===== src/rtl/game_report_tx_pkg.sv =====
// Shared definitions for the game telemetry transmitter: game state codes,
// packet length, snapshot record and packet byte builder.
// Build option: define REPORT_CSUM_EN to append an XOR checksum byte (7-byte
// packet); leave it undefined for the 6-byte packet without checksum.
package game_pkg;

    localparam logic [1:0] ST_START      = 2'd0;
    localparam logic [1:0] ST_END        = 2'd1;
    localparam logic [1:0] ST_GAME       = 2'd2;
    localparam logic [7:0] SYNC_BYTE_DEF = 8'hA5;

`ifdef REPORT_CSUM_EN
    localparam int PKT_LEN = 7;
`else
    localparam int PKT_LEN = 6;
`endif

    // The sync byte goes out while the FSM is in SEND, so the snapshot is
    // taken on the edge that leaves IDLE (or that ends the previous packet).
    typedef enum logic [0:0] {
        PS_IDLE = 1'b0,
        PS_SEND = 1'b1
    } pkt_state_t;

    typedef struct packed {
        logic [1:0]  state;
        logic [11:0] bird_y;
        logic [11:0] tube_x;
        logic [11:0] tube_h;
    } snap_t;

    function automatic logic [7:0] csum8(input logic [7:0] b1, input logic [7:0] b2,
                                         input logic [7:0] b3, input logic [7:0] b4,
                                         input logic [7:0] b5);
        return b1 ^ b2 ^ b3 ^ b4 ^ b5;
    endfunction

    function automatic logic [7:0] pkt_byte(input logic [2:0] idx, input snap_t s,
                                            input logic [7:0] sync);
        logic [7:0] b1, b2, b3, b4, b5;
        logic [7:0] res;
        b1 = {2'b00, s.state, s.bird_y[11:8]};
        b2 = s.bird_y[7:0];
        b3 = {s.tube_h[11:8], s.tube_x[11:8]};
        b4 = s.tube_x[7:0];
        b5 = s.tube_h[7:0];
        case (idx)
            3'd0:    res = sync;
            3'd1:    res = b1;
            3'd2:    res = b2;
            3'd3:    res = b3;
            3'd4:    res = b4;
            3'd5:    res = b5;
`ifdef REPORT_CSUM_EN
            3'd6:    res = csum8(b1, b2, b3, b4, b5);
`endif
            default: res = 8'hFF;
        endcase
        return res;
    endfunction

endpackage


===== src/rtl/game_report_tx_if.sv =====
// Game-side inputs and UART-side outputs of the telemetry transmitter.
interface game_report_tx_if;
    logic        vs_in;
    logic [1:0]  state;
    logic [11:0] bird_loc_y;
    logic [11:0] tube1_x;
    logic [11:0] tube1_h;
    logic        tx;
    logic        busy;
    logic [15:0] pkt_cnt;

    modport master (output vs_in, state, bird_loc_y, tube1_x, tube1_h,
                    input  tx, busy, pkt_cnt);
    modport slave  (input  vs_in, state, bird_loc_y, tube1_x, tube1_h,
                    output tx, busy, pkt_cnt);
endinterface


===== src/rtl/game_report_tx_uart_byte_tx.sv =====
// 8N1 byte serializer: start bit, d0..d7, stop bit, each CYCLES_PER_BIT clocks.
// Ready in idle and on the last clock of the stop bit, so bytes chain gap-free.
module uart_byte_tx #(
    parameter int CLK_FRE_HZ = 27_000_000,
    parameter int BAUD       = 115200
) (
    input  logic       clk,
    input  logic       rst_n,
    input  logic [7:0] i_data,
    input  logic       i_data_valid,
    output logic       o_data_ready,
    output logic       o_tx_pin
);
    localparam int CPB = CLK_FRE_HZ / BAUD;
    localparam int CNT_W = (CPB > 1) ? $clog2(CPB) : 1;
    localparam logic [CNT_W-1:0] CNT_LAST = CNT_W'(CPB - 1);

    logic             r_busy;
    logic [3:0]       r_bit_idx;
    logic [CNT_W-1:0] r_cyc;
    logic [7:0]       r_data;
    logic             r_tx;
    logic             w_bit_end;
    logic             w_last_bit_end;
    logic             w_accept;

    assign w_bit_end      = r_busy & (r_cyc == CNT_LAST);
    assign w_last_bit_end = w_bit_end & (r_bit_idx == 4'd9);
    assign o_data_ready   = ~r_busy | w_last_bit_end;
    assign w_accept       = i_data_valid & o_data_ready;
    assign o_tx_pin       = r_tx;

    // Bit timing and shift-out; a new byte takes priority over returning to idle.
    always_ff @(posedge clk or negedge rst_n) begin
        if (!rst_n) begin
            r_busy    <= 1'b0;
            r_bit_idx <= 4'd0;
            r_cyc     <= '0;
            r_data    <= 8'h00;
            r_tx      <= 1'b1;
        end else if (w_accept) begin
            r_busy    <= 1'b1;
            r_bit_idx <= 4'd0;
            r_cyc     <= '0;
            r_data    <= i_data;
            r_tx      <= 1'b0;
        end else if (w_last_bit_end) begin
            r_busy <= 1'b0;
            r_cyc  <= '0;
            r_tx   <= 1'b1;
        end else if (w_bit_end) begin
            r_cyc     <= '0;
            r_bit_idx <= r_bit_idx + 4'd1;
            r_tx      <= (r_bit_idx == 4'd8) ? 1'b1 : r_data[r_bit_idx[2:0]];
        end else if (r_busy) begin
            r_cyc <= r_cyc + CNT_W'(1);
        end
    end
endmodule


===== src/rtl/game_report_tx.sv =====
// Telemetry return path: snapshots game state and tube geometry every
// FRAME_DIV vsync falls or on any game-state change and sends it as UART.
// Build option: REPORT_CSUM_EN adds the XOR checksum byte (see game_pkg).
module game_report_tx
    import game_pkg::*;
#(
    parameter int         CLK_FRE_HZ = 27_000_000,
    parameter int         BAUD       = 115200,
    parameter int         FRAME_DIV  = 4,
    parameter logic [7:0] SYNC_BYTE  = SYNC_BYTE_DEF
) (
    input logic             clk,
    input logic             rst_n,
    game_report_tx_if.slave bus
);
    localparam logic [7:0] DIV_LAST = 8'(FRAME_DIV - 1);
    localparam logic [2:0] LAST_IDX = 3'(PKT_LEN - 1);

    logic        r_vs;
    logic [7:0]  r_div;
    logic [1:0]  r_prev_state;
    pkt_state_t  r_pst, w_pst_nxt;
    logic [2:0]  r_byte_idx, w_byte_idx_nxt;
    logic        r_pending, w_pending_nxt;
    logic        r_busy, w_busy_nxt;
    snap_t       r_snap, w_snap_nxt, w_snap_in;
    logic [15:0] r_pkt_cnt;
    logic        w_pkt_done;
    logic        w_vs_fall, w_per_trig, w_st_trig, w_trig;
    logic [7:0]  w_ser_data;
    logic        w_ser_valid, w_ser_ready, w_tx;

    assign w_vs_fall  = r_vs & ~bus.vs_in;
    assign w_per_trig = w_vs_fall & (r_div == DIV_LAST);
    assign w_st_trig  = (bus.state != r_prev_state);
    assign w_trig     = w_per_trig | w_st_trig;
    assign w_snap_in  = {bus.state, bus.bird_loc_y, bus.tube1_x, bus.tube1_h};

    // vsync edge history, frame divider and previous game state.
    always_ff @(posedge clk or negedge rst_n) begin
        if (!rst_n) begin
            r_vs         <= 1'b0;
            r_div        <= 8'd0;
            r_prev_state <= ST_START;
        end else begin
            r_vs         <= bus.vs_in;
            r_prev_state <= bus.state;
            if (w_vs_fall) begin
                r_div <= w_per_trig ? 8'd0 : r_div + 8'd1;
            end
        end
    end

    // Packet FSM: start on trigger, walk the bytes, chain a pending packet.
    always_comb begin
        w_pst_nxt      = r_pst;
        w_byte_idx_nxt = r_byte_idx;
        w_pending_nxt  = r_pending;
        w_busy_nxt     = r_busy;
        w_snap_nxt     = r_snap;
        w_ser_valid    = 1'b0;
        w_ser_data     = SYNC_BYTE;
        w_pkt_done     = 1'b0;
        case (r_pst)
            PS_IDLE: begin
                if (w_trig) begin
                    w_snap_nxt     = w_snap_in;
                    w_ser_valid    = 1'b1;
                    w_byte_idx_nxt = 3'd0;
                    w_busy_nxt     = 1'b1;
                    w_pst_nxt      = PS_SEND;
                end else begin
                    w_busy_nxt = 1'b0;
                end
            end
            PS_SEND: begin
                if (w_ser_ready && (r_byte_idx == LAST_IDX)) begin
                    w_pkt_done = 1'b1;
                    if (r_pending || w_trig) begin
                        w_snap_nxt     = w_snap_in;
                        w_ser_valid    = 1'b1;
                        w_byte_idx_nxt = 3'd0;
                        w_pending_nxt  = 1'b0;
                    end else begin
                        w_pst_nxt  = PS_IDLE;
                        w_busy_nxt = 1'b0;
                    end
                end else if (w_ser_ready) begin
                    w_ser_valid    = 1'b1;
                    w_ser_data     = pkt_byte(r_byte_idx + 3'd1, r_snap, SYNC_BYTE);
                    w_byte_idx_nxt = r_byte_idx + 3'd1;
                    w_pending_nxt  = r_pending | w_trig;
                end else begin
                    w_pending_nxt = r_pending | w_trig;
                end
            end
            default: begin
                w_pst_nxt  = PS_IDLE;
                w_busy_nxt = 1'b0;
            end
        endcase
    end

    // Packet FSM state, snapshot and status registers.
    always_ff @(posedge clk or negedge rst_n) begin
        if (!rst_n) begin
            r_pst      <= PS_IDLE;
            r_byte_idx <= 3'd0;
            r_pending  <= 1'b0;
            r_busy     <= 1'b0;
            r_snap     <= '0;
        end else begin
            r_pst      <= w_pst_nxt;
            r_byte_idx <= w_byte_idx_nxt;
            r_pending  <= w_pending_nxt;
            r_busy     <= w_busy_nxt;
            r_snap     <= w_snap_nxt;
        end
    end

    // Completed-packet counter, wraps naturally at 16 bits.
    always_ff @(posedge clk or negedge rst_n) begin
        if (!rst_n) begin
            r_pkt_cnt <= 16'd0;
        end else if (w_pkt_done) begin
            r_pkt_cnt <= r_pkt_cnt + 16'd1;
        end
    end

    uart_byte_tx #(
        .CLK_FRE_HZ (CLK_FRE_HZ),
        .BAUD       (BAUD)
    ) u_ser (
        .clk          (clk),
        .rst_n        (rst_n),
        .i_data       (w_ser_data),
        .i_data_valid (w_ser_valid),
        .o_data_ready (w_ser_ready),
        .o_tx_pin     (w_tx)
    );

    assign bus.tx      = w_tx;
    assign bus.busy    = r_busy;
    assign bus.pkt_cnt = r_pkt_cnt;
endmodule

===== src/flat_wrapper.sv =====
// flat-port wrapper written by rule: the top's interface ports become plain ports
module game_report_tx_flat import game_pkg::*;
#(
    parameter int         CLK_FRE_HZ = 27_000_000,
    parameter int         BAUD       = 115200,
    parameter int         FRAME_DIV  = 4,
    parameter logic [7:0] SYNC_BYTE  = SYNC_BYTE_DEF
)
  (clk, rst_n, bus_vs_in, bus_state, bus_bird_loc_y, bus_tube1_x, bus_tube1_h, bus_tx, bus_busy, bus_pkt_cnt);
  game_report_tx_if bus_i ();
  input logic clk;
  input logic rst_n;
  input wire logic [$bits(bus_i.vs_in)-1:0] bus_vs_in;
  input wire logic [$bits(bus_i.state)-1:0] bus_state;
  input wire logic [$bits(bus_i.bird_loc_y)-1:0] bus_bird_loc_y;
  input wire logic [$bits(bus_i.tube1_x)-1:0] bus_tube1_x;
  input wire logic [$bits(bus_i.tube1_h)-1:0] bus_tube1_h;
  output wire logic [$bits(bus_i.tx)-1:0] bus_tx;
  output wire logic [$bits(bus_i.busy)-1:0] bus_busy;
  output wire logic [$bits(bus_i.pkt_cnt)-1:0] bus_pkt_cnt;
  assign bus_i.vs_in = bus_vs_in;
  assign bus_i.state = bus_state;
  assign bus_i.bird_loc_y = bus_bird_loc_y;
  assign bus_i.tube1_x = bus_tube1_x;
  assign bus_i.tube1_h = bus_tube1_h;
  assign bus_tx = bus_i.tx;
  assign bus_busy = bus_i.busy;
  assign bus_pkt_cnt = bus_i.pkt_cnt;
  game_report_tx #(.CLK_FRE_HZ(CLK_FRE_HZ), .BAUD(BAUD), .FRAME_DIV(FRAME_DIV), .SYNC_BYTE(SYNC_BYTE)) u_core (.clk(clk), .rst_n(rst_n), .bus(bus_i));
endmodule

===== config.mk =====
export PLATFORM = sky130hd
export DESIGN_NAME = game_report_tx_flat
export DESIGN_NICKNAME = d
export VERILOG_FILES = /design/src/rtl/game_report_tx_pkg.sv /design/src/rtl/game_report_tx_if.sv /design/src/rtl/game_report_tx_uart_byte_tx.sv /design/src/rtl/game_report_tx.sv /design/src/flat_wrapper.sv
export SDC_FILE = /design/constraint.sdc
export NUM_CORES = 1
export LEC_CHECK = 0
export ABC_CLOCK_PERIOD_IN_PS = 4900
export BUFFER_PORTS_ARGS = -buffer_cell sky130_fd_sc_hd__clkbuf_2
export CORE_MARGIN = 2
export CORE_UTILIZATION = 35
export CTS_CLUSTER_SIZE = 25
export DETAILED_ROUTE_END_ITERATION = 10
export GPL_ROUTABILITY_DRIVEN = 0
export PLACE_DENSITY_LB_ADDON = 0.08
export SYNTH_ARGS = -nofsm -noshare
export SYNTH_HDL_FRONTEND = slang
export SYNTH_SLANG_ARGS = --single-unit

===== constraint.sdc =====
create_clock -name clk -period 4.9 [get_ports clk]
set_input_delay 0.98 -clock clk [delete_from_list [all_inputs] [get_ports clk]]
set_output_delay 0.98 -clock clk [all_outputs]
set_load 0.01 [all_outputs]

==> metrics.cfg <==
[global_routing]
grt_use_met1_pct=20.2
grt_pass1_wl_microns=16200
grt_util_all_layers_pct=14.8
first_global_vias=3186
gr-total-overflow=0
grt_use_met2_pct=21.7
groute.layer.met3.usage_pct=3.36
grt_max_degree=60
antenna_found_initial=0
top_usage_layer=met2

[placed_design]
dp_hpwl_microns=6810
place_area_sq_mm=0.00497
port_buffers=58

[timing]
totalNegativeSetupSlack_ns=0
fin_skew_ns=0.00691
slew_viol_final=0
max_freq_mhz=325
rsz0062_at_grt=no
hold_violations=0
period_minus_slack_ns=3.08
fin_crit_sh_pct=62.8
slew-limit-headroom_pct=38.2
setup_viol_count_final=0
worst_pin_slew_ns=0.919

[synthesis]
yosysTopAreaCell=dfrtp_1
synth_ff_type=dfrtp_1
synth_top_area_share_pct=51.1
ys_types=60
synth_edf_count=0
yosys-top-cells-area=dfrtp_1 (51%), mux2_4 (6.7%), mux2_2 (4.8%)
synth.avg_cell_area_sq_um=12.0
yosysSeqAreaShare_pct=51.7
synthArstFlopShare_pct=100
ys_ff_latch=93
synth_cells=375
yosysWarnings=0
netlist_area_sq_mm=0.00450
syn-num-nets=428

[finish]
fillCellCount=1205
drive_above_1_share_pct=29.1
diodes=0
layout-area-overhead-vs-synth_pct=17.8
fin_area_sq_mm=0.00530
finalNetCount=488

[clock_network]
clockRootBuffer=clkbuf_16
cts_buffer_depth=2
cts_setup_buffers=0
clock_latency_ns=0.35
numClockSinks=93
clk_pin_slew_ns=0.06
cts_tree=yes
cts_hold_buf=0
numCtsBuffers=9
cts-htree-levels=3
cts_resized=0

[route]
drt_iter0_markers=148
drc=0
ant_nets=0
dr.pass1.iters=4
post_drt_wl_per_cell_microns=15.6
vias=3119
wl_microns=9570
viasPerCell=5.10

[power_and_ir_drop]
p_switching_uw=421
power.share.switching_pct=23.7
peakVddDrop_uv=151
powerDensity_mw_per_mm2=335
clkPwrFrac_pct=42.8
p_int_uw=1360
p_leak_uw=0.00256
pwr-share-comb_pct=8.8
seqPwrFrac_pct=48.4

[floorplan]
io_pins=59
die_w_microns=117
die_area_sq_mm=0.0138
coreArea_sq_mm=0.0126
rows=41
die-height_microns=117
initial_core_util_pct=35.8

[setup_path]
startpoint_type=primary input
crit_type=primary input to register
required_ns=5.13
end_kind=register
critPathMaxFanout=26
arrival_ns=3.31

[hold_path]
hold_path.class=register to register

[status]
outcome=completed

[job]
timing.max_cap.violations=0

-- sequential cells by signal, summed over array words and instances (netlist names) --
register	cells
u_core.r_vs	1
u_core.r_snap	38
u_core.u_ser.r_busy	1
u_core.u_ser.r_data	8
u_core.r_div	8
u_core.bus.busy	1
u_core.r_byte_idx	3
u_core.r_prev_state	2
u_core.u_ser.r_bit_idx	4
u_core.bus.pkt_cnt	16
u_core.r_pending	1
u_core.r_pst	1
u_core.u_ser.r_cyc	8
u_core.u_ser.o_tx_pin	1
-- synthesized netlist by cell type, types with 12 or more instances --
cell	number
mux2_4	20
o21ai_0	18
ha_1	12
nand2_1	26
xnor2_1	17
nand3_1	15
nor2_1	14
inv_1	14
dfrtp_1	92
a21oi_1	20
mux2_2	19
-- logic make-up (layout without fill, tap and decap cells) --
family	after synthesis	count (layout)	synth area share, %
AOI/OAI and AO/OA	83	83	13.1
buffers and inverters	26	91	2.70
muxes	45	45	13.3
and+or+nand+nor	92	92	11.2
DFF	93	93	51.7
xor gates and xnor gates	24	24	4.67
adders and majority gates	12	12	3.34
-- layout by cell type (no fill, tap or decap), types with 2 or more instances in the layout --
cell       instances
a22oi_1            2
or3_1              5
a221oi_1           7
mux2_2            19
a21oi_1           20
o31ai_1            2
o21ai_0           18
mux4_2             2
inv_1             14
o32a_1             2
a22o_1             6
clkbuf_16          9
nor2_1            14
a21o_1             2
clkbuf_8           5
dfrtp_1           92
nand2_1           26
clkbuf_2          57
buf_4              4
xor2_1             7
xnor2_1           17
nand3_1           15
ha_1              12
o22a_1             3
and4_1             2
nand3b_1           2
a31oi_1            2
and2_1             2
o221ai_1           4
nor3_1             7
mux2i_1            4
mux2_4            20
nand2b_1           3
nand4_1            5
o32ai_1            2
-- routing by layer --
layer,routed length [microns],up-vias
li1,-,1501
met1,4690,1543
met2,4250,57
met3,358,18
met4,268,0
met5,0,-
-- path summary, 6_finish.rpt --
path,from,slack (ns),cells past startpoint,end
max in group asynchronous,rst_n,3.28,2,u_core.u_ser.r_cyc[6]
min,u_core.bus.pkt_cnt[15],0.47,1,u_core.bus.pkt_cnt[15]
min in group asynchronous,rst_n,0.69,1,u_core.r_snap[23]
max,bus_vs_in,1.82,7,u_core.r_snap[30]
max reg2reg,u_core.r_div[0],1.90,7,u_core.r_snap[30]
min reg2reg,u_core.bus.pkt_cnt[15],0.47,1,u_core.bus.pkt_cnt[15]
-- power by group through the flow --
stage               sequential [uW]  combinational, uW  clock (uW)
floorplan                       865                100           0
global placement                874                155           0
detailed placement              875                159           0
CTS                             861                159         785
global route                    870                176         809
finish                          862                156         761
-- cell type report --
| class | count | area, sq um | share of cell area (%) |
|---|---|---|---|
| Clock inverter | 2 | 37.5 | 0.708 |
| Multi-Input combinational cell | 256 | 2060 | 38.8 |
| Inverter | 14 | 52.6 | 0.991 |
| Timing Repair Buffer | 61 | 315 | 5.95 |
| Tap cell | 172 | 215 | 4.06 |
| Sequential cell | 93 | 2330 | 43.9 |
| Clock buffer | 14 | 294 | 5.55 |
-- stage by stage --
| step | hold slack [ns] | setup WS [ns] | std cells | total power [uW] | utilization, % |
|---|---|---|---|---|---|
| 3_5_place_dp | 0.467 | 1.44 | 596 | 1030 | 39.6 |
| 4_1_cts | 0.480 | 1.82 | 612 | 1810 | 42.2 |
| 3_3_place_gp | 0.461 | 1.48 | 596 | 1030 | 39.6 |
| 2_1_floorplan | 0.447 | 2.25 | 375 | 965 | - |
| 6_report | 0.471 | 1.82 | 612 | 1780 | 42.2 |
| 5_1_grt | 0.508 | 1.69 | 612 | 1850 | 42.2 |
-- worst max-delay path, cell delays in order --
cell	delay [ns]
clkbuf_2	0.09
nand3b_1	0.23
nor4_4	0.11
or3_2	0.51
o21ai_4	0.52
buf_4	0.46
mux2_2	0.39
Note: power is estimated with default switching activity, not from simulation.
